File: src/rtl/hswish_pkg.sv
// Shared defaults and the response record for the HSwish request arbiter.
// The response record follows the default requester count and sample width.
package hswish_pkg;

  localparam int DEF_NUM_REQ    = 4;
  localparam int DEF_DATA_WIDTH = 16;
  localparam int DEF_FRAC_WIDTH = 8;
  localparam int DEF_HS_LATENCY = 5;
  localparam int DEF_ID_WIDTH   = $clog2(DEF_NUM_REQ);

  typedef struct packed {
    logic [DEF_ID_WIDTH-1:0]   id;
    logic [DEF_DATA_WIDTH-1:0] data;
  } rsp_t;

  // Round-robin successor of a requester index, wrapping at n.
  function automatic int rr_next(input int id, input int n);
    return (id + 1 == n) ? 0 : id + 1;
  endfunction

endpackage

File: src/rtl/hswish_rsp_fifo.sv
// Show-ahead synchronous FIFO holding HSwish results; a write and a read may
// share a cycle even when full, because the read frees the slot being written.
module hswish_rsp_fifo
  import hswish_pkg::*;
#(
  parameter int WIDTH = $bits(rsp_t),
  parameter int DEPTH = 8
) (
  input  logic                   clk,
  input  logic                   rst,
  input  logic                   wr_en,
  input  logic [WIDTH-1:0]       wr_data,
  input  logic                   rd_en,
  output logic [WIDTH-1:0]       rd_data,
  output logic [$clog2(DEPTH):0] count
);

  localparam int AW = $clog2(DEPTH);

  logic [WIDTH-1:0] mem [DEPTH];
  logic [AW-1:0]    wr_ptr;
  logic [AW-1:0]    rd_ptr;
  logic             do_wr;
  logic             do_rd;

  assign do_rd   = rd_en && (count != '0);
  assign do_wr   = wr_en && ((count != (AW+1)'(DEPTH)) || do_rd);
  assign rd_data = mem[rd_ptr];

  always_ff @(posedge clk) begin
    if (do_wr) mem[wr_ptr] <= wr_data;
  end

  always_ff @(posedge clk or negedge rst) begin
    if (!rst) begin
      wr_ptr <= '0;
      rd_ptr <= '0;
      count  <= '0;
    end else begin
      if (do_wr) wr_ptr <= wr_ptr + AW'(1);
      if (do_rd) rd_ptr <= rd_ptr + AW'(1);
      case ({do_wr, do_rd})
        2'b10:   count <= count + (AW+1)'(1);
        2'b01:   count <= count - (AW+1)'(1);
        default: count <= count;
      endcase
    end
  end

endmodule

File: src/rtl/hswish_arbiter.sv
// Round-robin arbiter feeding one fixed-latency HSwish unit; results return in
// issue order through a credit-protected FIFO tagged with the requester ID.
module hswish_arbiter
  import hswish_pkg::*;
#(
  parameter int NUM_REQ    = DEF_NUM_REQ,
  parameter int DATA_WIDTH = DEF_DATA_WIDTH,
  parameter int HS_LATENCY = DEF_HS_LATENCY,
  parameter int FIFO_DEPTH = 8
) (
  input  logic                          clk,
  input  logic                          rst,
  input  logic [NUM_REQ-1:0]            req_valid,
  input  logic [NUM_REQ*DATA_WIDTH-1:0] req_data,
  output logic [NUM_REQ-1:0]            req_ready,
  output logic                          hs_en,
  output logic [DATA_WIDTH-1:0]         hs_x,
  input  logic [DATA_WIDTH-1:0]         hs_y,
  input  logic                          hs_valid,
  output logic                          rsp_valid,
  input  logic                          rsp_ready,
  output logic [DATA_WIDTH-1:0]         rsp_data,
  output logic [$clog2(NUM_REQ)-1:0]    rsp_id,
  output logic                          err
);

  localparam int ID_W    = $clog2(NUM_REQ);
  localparam int OCC_W   = $clog2(FIFO_DEPTH) + 1;
  localparam int BLANK_W = $clog2(HS_LATENCY + 1);

  logic [ID_W-1:0]       rr_ptr;
  logic [ID_W-1:0]       grant_id;
  logic [ID_W-1:0]       idx;
  logic                  grant_any;
  logic [DATA_WIDTH-1:0] granted_data;
  logic [OCC_W-1:0]      occupancy;
  logic                  credit;
  logic                  xfer;
  logic                  pop;
  logic [ID_W-1:0]       issue_id;

  logic [HS_LATENCY-1:0] tag_v;
  logic [ID_W-1:0]       tag_id [HS_LATENCY];
  logic [BLANK_W-1:0]    blank_cnt;
  logic                  ignore_hs;
  logic                  fifo_wr;
  logic [OCC_W-1:0]      fifo_count;
  rsp_t                  wr_rsp;
  rsp_t                  head;

  always_comb begin
    grant_any = 1'b0;
    grant_id  = '0;
    idx       = '0;
    for (int k = 0; k < NUM_REQ; k++) begin
      idx = ID_W'((int'(rr_ptr) + k) % NUM_REQ);
      if (!grant_any && req_valid[idx]) begin
        grant_any = 1'b1;
        grant_id  = idx;
      end
    end
  end

  always_comb begin
    granted_data = '0;
    for (int i = 0; i < NUM_REQ; i++) begin
      if (ID_W'(i) == grant_id) granted_data = req_data[i*DATA_WIDTH +: DATA_WIDTH];
    end
  end

  // Occupancy counts issued-but-unpopped samples, so the FIFO can never overflow.
  assign credit = occupancy < OCC_W'(FIFO_DEPTH);

  always_comb begin
    req_ready = '0;
    if (rst && credit && grant_any) req_ready[grant_id] = 1'b1;
  end

  assign xfer = |req_ready;
  assign pop  = rsp_valid && rsp_ready;

  always_ff @(posedge clk or negedge rst) begin
    if (!rst) begin
      rr_ptr   <= '0;
      hs_en    <= 1'b0;
      hs_x     <= '0;
      issue_id <= '0;
    end else begin
      hs_en <= xfer;
      if (xfer) begin
        rr_ptr   <= ID_W'(rr_next(int'(grant_id), NUM_REQ));
        hs_x     <= granted_data;
        issue_id <= grant_id;
      end
    end
  end

  always_ff @(posedge clk or negedge rst) begin
    if (!rst) begin
      occupancy <= '0;
    end else begin
      case ({xfer, pop})
        2'b10:   occupancy <= occupancy + OCC_W'(1);
        2'b01:   occupancy <= occupancy - OCC_W'(1);
        default: occupancy <= occupancy;
      endcase
    end
  end

  always_ff @(posedge clk or negedge rst) begin
    if (!rst) begin
      tag_v <= '0;
      for (int i = 0; i < HS_LATENCY; i++) tag_id[i] <= '0;
    end else begin
      tag_v[0]  <= hs_en;
      tag_id[0] <= issue_id;
      for (int i = 1; i < HS_LATENCY; i++) begin
        tag_v[i]  <= tag_v[i-1];
        tag_id[i] <= tag_id[i-1];
      end
    end
  end

  // Strobes from work issued before a reset can still arrive just after release.
  assign ignore_hs = (blank_cnt != '0) && !tag_v[HS_LATENCY-1];
  assign fifo_wr   = hs_valid && !ignore_hs;

  always_ff @(posedge clk or negedge rst) begin
    if (!rst) begin
      blank_cnt <= BLANK_W'(HS_LATENCY);
      err       <= 1'b0;
    end else begin
      if (blank_cnt != '0) blank_cnt <= blank_cnt - BLANK_W'(1);
      if ((hs_valid != tag_v[HS_LATENCY-1]) && !ignore_hs) err <= 1'b1;
    end
  end

  always_comb begin
    wr_rsp      = '0;
    wr_rsp.id   = tag_id[HS_LATENCY-1];
    wr_rsp.data = hs_y;
  end

  hswish_rsp_fifo #(
    .WIDTH ($bits(rsp_t)),
    .DEPTH (FIFO_DEPTH)
  ) u_rsp_fifo (
    .clk     (clk),
    .rst     (rst),
    .wr_en   (fifo_wr),
    .wr_data (wr_rsp),
    .rd_en   (pop),
    .rd_data (head),
    .count   (fifo_count)
  );

  assign rsp_valid = fifo_count != '0;
  assign rsp_data  = rsp_valid ? head.data : '0;
  assign rsp_id    = rsp_valid ? head.id   : '0;

endmodule

File: config.mk
export PLATFORM = sky130hd
export DESIGN_NAME = hswish_arbiter
export DESIGN_NICKNAME = d
export VERILOG_FILES = /design/src/rtl/hswish_pkg.sv /design/src/rtl/hswish_rsp_fifo.sv /design/src/rtl/hswish_arbiter.sv
export SDC_FILE = /design/constraint.sdc
export NUM_CORES = 1
export LEC_CHECK = 0
export ABC_CLOCK_PERIOD_IN_PS = 3800
export CAP_MARGIN = 15
export CORE_ASPECT_RATIO = 1.4
export CORE_UTILIZATION = 35
export DETAILED_ROUTE_END_ITERATION = 10
export PLACE_DENSITY = 0.57
export SYNTH_ARGS = -nofsm -noshare
export SYNTH_HDL_FRONTEND = slang
export SYNTH_SLANG_ARGS = --single-unit
File: constraint.sdc
create_clock -name clk -period 3.8 [get_ports clk]
set_input_delay 0.38 -clock clk [delete_from_list [all_inputs] [get_ports clk]]
set_output_delay 0.38 -clock clk [all_outputs]
set_load 0.01 [all_outputs]
==> results of run 1 <==
==> stage by stage <==
step,std cells,setup slack (ns)
final,981,0.582
after detailed placement,949,0.146
after global routing,981,0.371
after floorplan,521,0.643
after global placement,949,0.339
after CTS,981,0.559
==> layer usage <==
metal | up-vias | GRT usage (%) | part of all wire [%]
met1 | 2346 | 16.8 | 40
met5 | - | 0 | 0
met3 | 19 | 4.11 | 5.7
met2 | 164 | 26.6 | 53
met4 | 0 | 5.05 | 1.6
li1 | 2252 | - | -
==> worst max-delay path: cells and delay by family (launching register included) <==
family | cells | cell delay, ns
fa+ha+maj | 1 | 0.21
buf+inv | 3 | 1.03
flops | 1 | 0.46
mux | 1 | 0.22
simple gates | 3 | 0.48
==> synthesized netlist by cell type, drive strengths merged, types with 2 or more instances <==
library cell	count
xor2	5
buf	18
mux2	2
nor2b	18
nor2	46
xnor2	6
nand2b	4
mux4	36
nand3	2
nor3b	2
dfrtp	52
nor4	2
a21oi	41
dfstp	2
mux2i	20
fa	2
clkbuf	9
nor3	21
a221oi	16
inv	17
a21o	2
and2	5
edfxtp	144
nand2	20
ha	13
o21ai	5
==> layout make-up <==
class                   count  area [sq um]  share of cell area (%)
inverters                  17          66.3                   0.618
multi-input cells         279          2530                    23.6
flip-flops and latches    198          5680                    52.9
clock inverters             9          85.1                   0.793
clock buffers              23           533                    4.97
repair buffers            149          1450                    13.5
well taps                 306           383                    3.57
==> kinds of logic after synthesis <==
group                    Yosys count
XOR/XNOR                          11
adder cells (fa/ha/maj)           15
flip-flops                       198
AND/OR/NAND/NOR                  122
AO/OA/AOI/OAI                     73
multiplexers                      58
buffers and inverters             44
==> layout by cell type, fill, tap and decap left out, types with 4 or more instances in the layout <==
master and n:
mux2i_1 20, nor2b_1 17, buf_4 20, inv_1 16, xor2_1 5, and2_1 5, nand2_1 20, xnor2_1 6
clkbuf_16 21, dfrtp_1 51, clkdlybuf4s50_1 127, ha_1 13, nor2_1 34, nor3_1 18, mux4_2 36, a221oi_1 16
o21ai_0 4, nand2b_1 4, edfxtp_1 144, a21oi_1 25, nor2_2 12, a21oi_2 16
==> state kept, by name (all words and copies together), names as in the netlist, 2 cells and up <==
register,count
u_rsp_fifo.mem,144
hs_x,16
tag_id,10
tag_v,5
occupancy,4
u_rsp_fifo.count,4
blank_cnt,3
u_rsp_fifo.rd_ptr,3
u_rsp_fifo.wr_ptr,3
issue_id,2
rr_ptr,2
==> power by group <==
group          switching, mW  internal [mW]  total [mW]
sequential             0.296           2.85        3.14
combinational           1.48           1.57        3.05
clock                  0.755           1.06        1.82
==> worst min path at each step <==
stage              start           end  depth (start not counted)
6_report             rst     rr_ptr[0]                          2
5_1_grt              rst       hs_x[0]                          2
4_1_cts              rst     rr_ptr[1]                          2
3_5_place_dp   tag_id[3]     tag_id[1]                          0
3_3_place_gp   tag_id[9]     tag_id[7]                          0
2_1_floorplan        rst  blank_cnt[1]                          0
==> summary.md, run 1 <==
| Metric | Value |
|---|---|
| Fill count | `roughly 2100` |
| Remaining global-route overflow | `0` |
| CP most frequent cell | `buf_4` |
| Outcome | `complete, no violations` |
| Share of post-route cells with drive strength above 1 | `around a fifth` |
| Post-Syn Area | `roughly 8400 sq um` |
| PortBufs | `~130` |
| CORE AREA | `approximately 23000 sq um` |
| Clock Latency Late Sink | `about 0.42 ns` |
| GPL Wtd Cong | `between 0.8 and 0.9` |
| Worst-path cell chain | `mux2i_1 -> nor2_1 -> nor3_1 -> buf_4 -> ha_1 -> buf_4 -> and2_1 -> clkdlybuf4s50_1` |
| DR WL/cell | `approximately 17 um` |
| Pwr Total | `approximately 8 mW` |
| Final hold slack | `0.0925 ns` |
| Worst R2R Path Depth | `13` |
| Avg Cell Area, Syn | `approximately 16 sq um` |
| XOR/XNOR share of the synthesized area | `~1.1%` |
| Synth Instances | `~520` |
| Crit path launch | `rr_ptr[1]` |
| Post-DP Area | `10100 sq um` |
| Final setup fails | `0` |
| Antenna diodes | `0` |
| CP Class | `flop to output port` |
| CTS Buffer Depth | `2` |
| Worst-path clk slew | `0.06 ns` |
| Leading area contributor after synthesis | `edfxtp_1` |
| Die area | `around 25000 sq um` |
| Slowest CP cell | `clkdlybuf4s50_1` |
| Vias in the first global route | `5092` |
| Pin count of the biggest net entering global routing | `55` |
| CP Max Fanout | `33` |
| Clk sinks | `between 150 and 200` |
| GR Util All Layers | `between 10% and 20%` |
| Unrepaired setup endpoints after global routing | `false` |
| Total number of vias | `4781` |
| Area delta synth->final | `27.3%` |
| Final Max Tran Viols | `0` |
| Hold-fix buffers, CTS | `0` |
| Relative slew slack | `between 40% and 50%` |
| Finished Cell Area | `approximately 11000 sq um` |
| CTS tree | `yes` |
| Final WL | `roughly 17 mm` |
| Distinct cells, synth | `46` |
| Initial antenna violation count | `0` |
| Final Util | `about 46%` |
| Worst slew pin tran | `between 0.7 and 0.8 ns` |
| Die Y | `186 um` |
| # rows | `66` |
| Final Cycle Share | `between 80% and 90%` |
| TritonRoute pass-1 iters | `4` |
| Drc violations | `0` |
| Final TNS setup | `0 ns` |
| Crit path DAT | `approximately 2.8 ns` |
| Adder-cell area share of the yosys netlist | `~2.4%` |
| Crit path capture type | `output port` |
| PD cells | `746 nW/um^2` |
| Compound-Gate Fraction of Synth Area | `~6.5%` |
| DRT antenna net count | `0` |
| Ports | `roughly 130` |
| Largest family of logic cells by synthesized area | `multiplexers` |
| Number of H-tree levels | `4` |
| Fmax | `roughly 310 MHz` |
| # resized after CTS | `0` |
| Final Skew | `0.00619 ns` |
| Ys async rst share | `27.3%` |
| Post-synthesis sequential area ratio | `roughly two thirds` |
| Top cell type's share of synthesized area | `between 50% and 60%` |
| Synth warn | `0` |
| DP HPWL | `approximately 11 mm` |
| Vias/cell | `between 4 and 5` |
| Worst vdd ir | `0.000369 V` |
| RR Endpoint | `occupancy[3]` |
| Syn nets | `624` |
| DR iter-0 viols | `249` |
| Mux cell area share after synthesis | `between 10% and 20%` |
| Top_reg_cell synth | `edfxtp_1` |
| First-pass GRT wire length | `about 27 mm` |
| Post-synth EDFFs | `around 140` |
| Critical Path RT | `around 3.4 ns` |
| Synth Register Bits | `198` |
| Max incr delay on CP | `around 0.54 ns` |
| Worst setup path end | `req_ready[3]` |
| Ranking of synthesized cells by area | `edfxtp_1 51%, dfrtp_1 15%, mux4_2 9.6%` |
| Setup bufs post-CTS | `0` |
| CTS root buffer | `clkbuf_16` |
| Max cap viols | `0` |
| Worst r2r src | `rr_ptr[1]` |
| Leak | `3.84 nW` |
| R2R Setup Slk | `0.65 ns` |
| Final Net Count | `765` |
| Number of hold violations in the final report | `0` |
| Simple logic cell fraction of the synthesized area | `7.52%` |
| Fin crit period | `3.22 ns` |
| Cts bufs inserted | `17` |
| Worst hold path class | `primary input to asynchronous set/reset pin` |
| Die W | `133 um` |
| Worst setup SP type | `flop` |
| Initial Util | `35.9%` |
Power figures use the tool's default switching activity.
==> run 2: changes to the inputs <==
- ABC_CLOCK_PERIOD_IN_PS: 3800 -> 3200
- clock period: 3.8 -> 3.2 ns (I/O delays scaled with it)
==> run 2 against run 1 <==
Wire length is 0.52% lower. Sequential share of layout area is 0.13 points lower. Count of clock-buffer cells in the layout is 6 lower. Sequential cell count stayed put. Global-route usage hardly changed. Combinational power is 21% higher. Die area stayed put. Worst hold slack worse by 0.057 ns. Critical path depth stayed put.
==> summary.md, run 2 (synthesis results as in run 1) <==
| Metric | Value |
|---|---|
| Ports | `129` |
| GR Util All Layers | `14.8%` |
| CTS root buffer | `clkbuf_16` |
| Cts bufs inserted | `17` |
| Initial antenna violation count | `0` |
| Total number of vias | `4834` |
| CTS Buffer Depth | `2` |
| DRT antenna net count | `0` |
| Final Max Tran Viols | `0` |
| Multi-input logic area | `between 2000 and 3000 sq um` |
| Worst slew pin tran | `0.683 ns` |
| Worst-path clk slew | `around 0.070 ns` |
| Clk sinks | `a little under 200` |
| CP Class | `flop to output port` |
| Worst hold path class | `primary input to asynchronous set/reset pin` |
| Max incr delay on CP | `around 0.53 ns` |
| Critical Path RT | `approximately 2.9 ns` |
| Final WL | `between 15 and 20 mm` |
| Final Net Count | `770` |
| Register area | `5680 sq um` |
| Initial Util | `between 30% and 40%` |
| Setup bufs post-CTS | `0` |
| Final Cycle Share | `93.9%` |
| PortBufs | `between 100 and 150` |
| Slowest CP cell | `clkdlybuf4s50_1` |
| Largest Register | `u_rsp_fifo.mem` |
| Relative slew slack | `between 50% and 60%` |
| Commonest cells after routing, fill and taps aside | `144 x edfxtp_1, 127 x clkdlybuf4s50_1, 50 x dfrtp_1` |
| # rows | `66` |
| Leak | `3.86 nW` |
| Fin crit period | `between 3 and 4 ns` |
| Clock Latency Late Sink | `about 0.43 ns` |
| Crit path capture type | `output port` |
| DR WL/cell | `approximately 17 um` |
| Max reg flops | `around 140` |
| Final setup fails | `0` |
| Commonest non-fill, non-tap cell in the layout | `edfxtp_1` |
| Finished Cell Area | `approximately 11000 sq um` |
| Die W | `133 um` |
| Max cap viols | `0` |
| GPL Wtd Cong | `0.820` |
| DP HPWL | `between 10 and 15 mm` |
| Die area | `between 20000 and 25000 sq um` |
| Post-DP Area | `~10000 sq um` |
| Pin count of the biggest net entering global routing | `55` |
| Outcome | `complete, no violations` |
| PD cells | `slightly below 900 nW/um^2` |
| Area delta synth->final | `27.7%` |
| Die Y | `186 um` |
| Biggest regs | `u_rsp_fifo.mem (144), hs_x (16), tag_id (10)` |
| Fill count | `a little over 2000` |
| CORE AREA | `roughly 23000 sq um` |
| Share of post-route cells with drive strength above 1 | `just over 20%` |
| DR iter-0 viols | `around 210` |
| Crit path DAT | `about 2.7 ns` |
| Vias/cell | `~5` |
| Worst vdd ir | `between 0.0005 and 0.0006 V` |
| Antenna diodes | `0` |
| Number of hold violations in the final report | `0` |
| Number of H-tree levels | `4` |
| Vias in the first global route | `5278` |
| Worst setup SP type | `flop` |
| Final Skew | `approximately 0.014 ns` |
| First-pass GRT wire length | `between 20 and 30 mm` |
| Fmax | `about 330 MHz` |
| Remaining global-route overflow | `0` |
| Worst-path cell chain | `mux2i_1 -> nor2_1 -> nor3_1 -> buf_4 -> ha_1 -> buf_12 -> and2_1 -> clkdlybuf4s50_1` |
| Drc violations | `0` |
| Post-route insts no fill | `986` |
| CTS tree | `yes` |
| Final hold slack | `roughly 0.035 ns` |
| Dpl cells | `around 950` |
| TritonRoute pass-1 iters | `4` |
| CP Max Fanout | `33` |
| Pwr Total | `~9.5 mW` |
[run 2: layer usage]
| layer | track usage [%] | up-vias | share of wire, % |
|---|---|---|---|
| met2 | 27.0 | 161 | 52 |
| met4 | 4.77 | 0 | 1.4 |
| met3 | 4.25 | 15 | 6.0 |
| li1 | - | 2272 | - |
| met1 | 16.5 | 2386 | 40 |
| met5 | 0 | - | 0 |
[run 2: through the flow]
stage                       TNS, ns  worst slack [ns]  util, %
final                             0             0.194     45.9
after global routing      -0.000713         -0.000713     45.9
after floorplan                   0            0.0430        -
after global placement      -0.0221           -0.0221     43.2
after CTS                         0            0.0644     45.8
after detailed placement      -1.55            -0.130     43.2
[run 2: cell type report]
| class | instances | area share (%) |
|---|---|---|
| Inverter | 17 | 0.617 |
| Sequential cell | 198 | 52.8 |
| Clock buffer | 17 | 3.96 |
| Timing Repair Buffer | 154 | 13.8 |
| Tap cell | 306 | 3.56 |
| Clock inverter | 15 | 1.64 |
| Multi-Input combinational cell | 279 | 23.6 |
[run 2: worst paths after layout]
path	from	to	slack (ns)	cells past startpoint
worst max-delay path	rr_ptr[1]	req_ready[3]	0.19	8
worst min-delay path	rst	hs_x[0]	0.04	2
worst max register to register	rr_ptr[1]	occupancy[3]	0.26	13
worst min register to register	tag_id[2]	tag_id[0]	0.35	0
max in group asynchronous	rst	u_rsp_fifo.rd_ptr[0]	2.65	2
min in group clk	tag_id[2]	tag_id[0]	0.35	0
[run 2: power by group]
| group | leakage, nW | internal [mW] | switching (mW) | total, mW |
|---|---|---|---|---|
| clock network | 0.294 | 1.06 | 1.05 | 2.11 |
| logic | 1.61 | 1.88 | 1.81 | 3.69 |
| registers | 1.95 | 3.38 | 0.296 | 3.68 |
[run 2: timing repair]
item | 4_1_cts | 5_1_grt
resized for setup | 1 | 5
hold buffers | 0 | 0
endpoints found under the setup margin | 1 | 18
[run 2: worst max-delay path: cells and delay by family (launching register included)]
family / cells / cell delay (ns)
adder cells (fa/ha/maj): 1 / 0.25
buffers and inverters: 3 / 0.90
flip-flops: 1 / 0.43
multiplexers: 1 / 0.21
AND/OR/NAND/NOR: 3 / 0.45
==> run 3: changes to the inputs <==
- REMOVE_ABC_BUFFERS: unset -> 1
==> run 3 against run 2 <==
Critical path depth up 1. Clock power fell by 2%. Combinational power is essentially flat. Sequential cell count did not move. Critical path type unchanged. Sequential share of layout area fell by 0.24 points. Largest cell class unchanged. Global-route usage grew 0.23 points. Via count rose by 0.33%. Core utilization up 0.21 points.
==> summary.md, run 3 (synthesis results as in run 1) <==
| Metric | Value |
|---|---|
| Fill count | `just over 2000` |
| PortBufs | `roughly 130` |
| Clock Latency Late Sink | `around 0.43 ns` |
| # rows | `66` |
| GR Util All Layers | `between 10% and 20%` |
| Relative slew slack | `between 50% and 60%` |
| Final Skew | `approximately 0.011 ns` |
| Post-route insts no fill | `~990` |
| Dpl cells | `959` |
| Ports | `around 130` |
| CP Class | `flop to output port` |
| Max reg flops | `approximately 140` |
| Worst-path clk slew | `around 0.080 ns` |
| Fin crit period | `between 3 and 4 ns` |
| Pwr Total | `roughly 9.5 mW` |
| Die area | `approximately 25000 sq um` |
| Drc violations | `0` |
| Final hold slack | `between 0.06 and 0.07 ns` |
| Clock power frac | `a little over a fifth` |
| Vias/cell | `roughly 4.9` |
| DRT antenna net count | `0` |
| Leak | `around 3.9 nW` |
| TritonRoute pass-1 iters | `6` |
| Max cap viols | `0` |
| Cts bufs inserted | `17` |
| Slowest CP cell | `clkdlybuf4s50_1` |
| Commonest non-fill, non-tap cell in the layout | `edfxtp_1` |
| Number of hold violations in the final report | `0` |
| Post-route setup slack | `between 0.15 and 0.2 ns` |
| Number of H-tree levels | `4` |
| Buffer and inverter count on the worst path | `4` |
| PD cells | `approximately 900 nW/um^2` |
| CORE AREA | `between 20000 and 25000 sq um` |
| Remaining global-route overflow | `0` |
| Die W | `133 um` |
| CTS root buffer | `clkbuf_16` |
| Hold-fix buffers, CTS | `0` |
| Pin count of the biggest net entering global routing | `55` |
| CP Max Fanout | `17` |
| Seq pwr share | `between 30% and 40%` |
| Final Net Count | `around 780` |
| Final Max Tran Viols | `0` |
| Final WL | `approximately 17 mm` |
| Pint | `~6.4 mW` |
| Crit path capture type | `output port` |
| CTS Buffer Depth | `2` |
| Setup bufs post-CTS | `0` |
| Largest Register | `u_rsp_fifo.mem` |
| Antenna diodes | `0` |
| Fmax | `around 330 MHz` |
| Final setup fails | `0` |
| Initial Util | `between 30 and 40%` |
| Total number of vias | `4850` |
| Worst vdd ir | `0.000434 V` |
| Biggest regs | `u_rsp_fifo.mem (144), hs_x (16), tag_id (10)` |
| Clk sinks | `198` |
| DR WL/cell | `roughly 17 um` |
| Outcome | `complete, no violations` |
| Commonest cells after routing, fill and taps aside | `144 x edfxtp_1, 127 x clkdlybuf4s50_1, 50 x dfrtp_1` |
| Worst slew pin tran | `0.701 ns` |
| Share of post-route cells with drive strength above 1 | `21.3%` |
| Final Util | `between 40% and 50%` |
| GPL Wtd Cong | `approximately 0.79` |
| Crit-path leading delay family | `buffers and inverters` |
| CTS tree | `yes` |
| Crit path DAT | `2.71 ns` |
| Die Y | `between 150 and 200 um` |
| CP most frequent cell | `buf_4` |
| Psw | `between 3 and 4 mW` |
| Switching part of the total | `roughly a third` |
| DP HPWL | `about 11 mm` |
| Place WS | `-0.185 ns` |
| Logic gate share of total power | `39.1%` |
| Initial antenna violation count | `0` |
| Final Cycle Share | `94.6%` |
| Vias in the first global route | `~5300` |
| Worst setup SP type | `flop` |
| Max incr delay on CP | `around 0.53 ns` |
| Worst-path cell chain | `mux2i_1 -> nor2_1 -> nor3_2 -> buf_4 -> ha_1 -> buf_4 -> buf_6 -> and2_1 -> clkdlybuf4s50_1` |
| Area delta synth->final | `28.3%` |
| First-pass GRT wire length | `~28 mm` |
| Critical Path RT | `~2.9 ns` |
| Worst hold path class | `primary input to asynchronous set/reset pin` |
| DR iter-0 viols | `approximately 200` |
-- run 3: path summary, 6_finish.rpt --
path                         startpoint                   end  slack [ns]  cells after the start
setup / recovery              rr_ptr[1]          req_ready[1]        0.17                      9
hold / removal                      rst               hs_x[7]        0.07                      2
setup reg to reg           blank_cnt[0]   u_rsp_fifo.count[3]        0.22                     12
hold reg to reg               tag_id[3]             tag_id[1]        0.35                      0
max in group asynchronous           rst  u_rsp_fifo.rd_ptr[0]        2.62                      2
min in group clk              tag_id[3]             tag_id[1]        0.35                      0
-- run 3: through the flow --
step | cell area (sq um) | TNS (ns)
3_5_place_dp | 10200 | -2.62
6_report | 10800 | 0
2_1_floorplan | 8260 | -1.40
4_1_cts | 10800 | 0
5_1_grt | 10800 | -0.0434
3_3_place_gp | 10200 | -1.20
-- run 3: layer usage --
metal	track usage, %	share of wire, %	vias up
li1	-	-	2283
met1	17.0	40	2397
met2	27.5	54	154
met3	4.17	5.4	16
met4	4.23	1.1	0
met5	0	0	-
-- run 3: power groups by stage --
stage / Clock [mW] / Combinational, mW / Sequential [mW]
4_1_cts: 2.13 / 3.79 / 3.73
6_report: 2.06 / 3.71 / 3.72
2_1_floorplan: 0 / 2.01 / 3.90
3_5_place_dp: 0 / 3.78 / 3.78
3_3_place_gp: 0 / 3.70 / 3.74
5_1_grt: 2.23 / 4.08 / 3.80
-- run 3: layout make-up --
cell class | count | area [sq um] | area share (%)
multi-input cells | 279 | 2540 | 23.5
clock buffers | 17 | 425 | 3.94
repair buffers | 159 | 1550 | 14.3
well taps | 306 | 383 | 3.54
clock inverters | 15 | 163 | 1.51
flip-flops and latches | 198 | 5680 | 52.6
inverters | 17 | 66.3 | 0.614
-- run 3: repair_timing --
action                     4_1_cts  5_1_grt
resized for setup                1        5
setup endpoints to repair        1       18
pin swaps                        0        0
-- run 3: worst register-to-register path, delay by kind of cell (launching register included) --
family,cells,cell delay [ns]
flops,1,0.54
simple gates,3,0.54
compound gates,5,1.15
buf+inv,2,0.18
fa+ha+maj,2,0.45
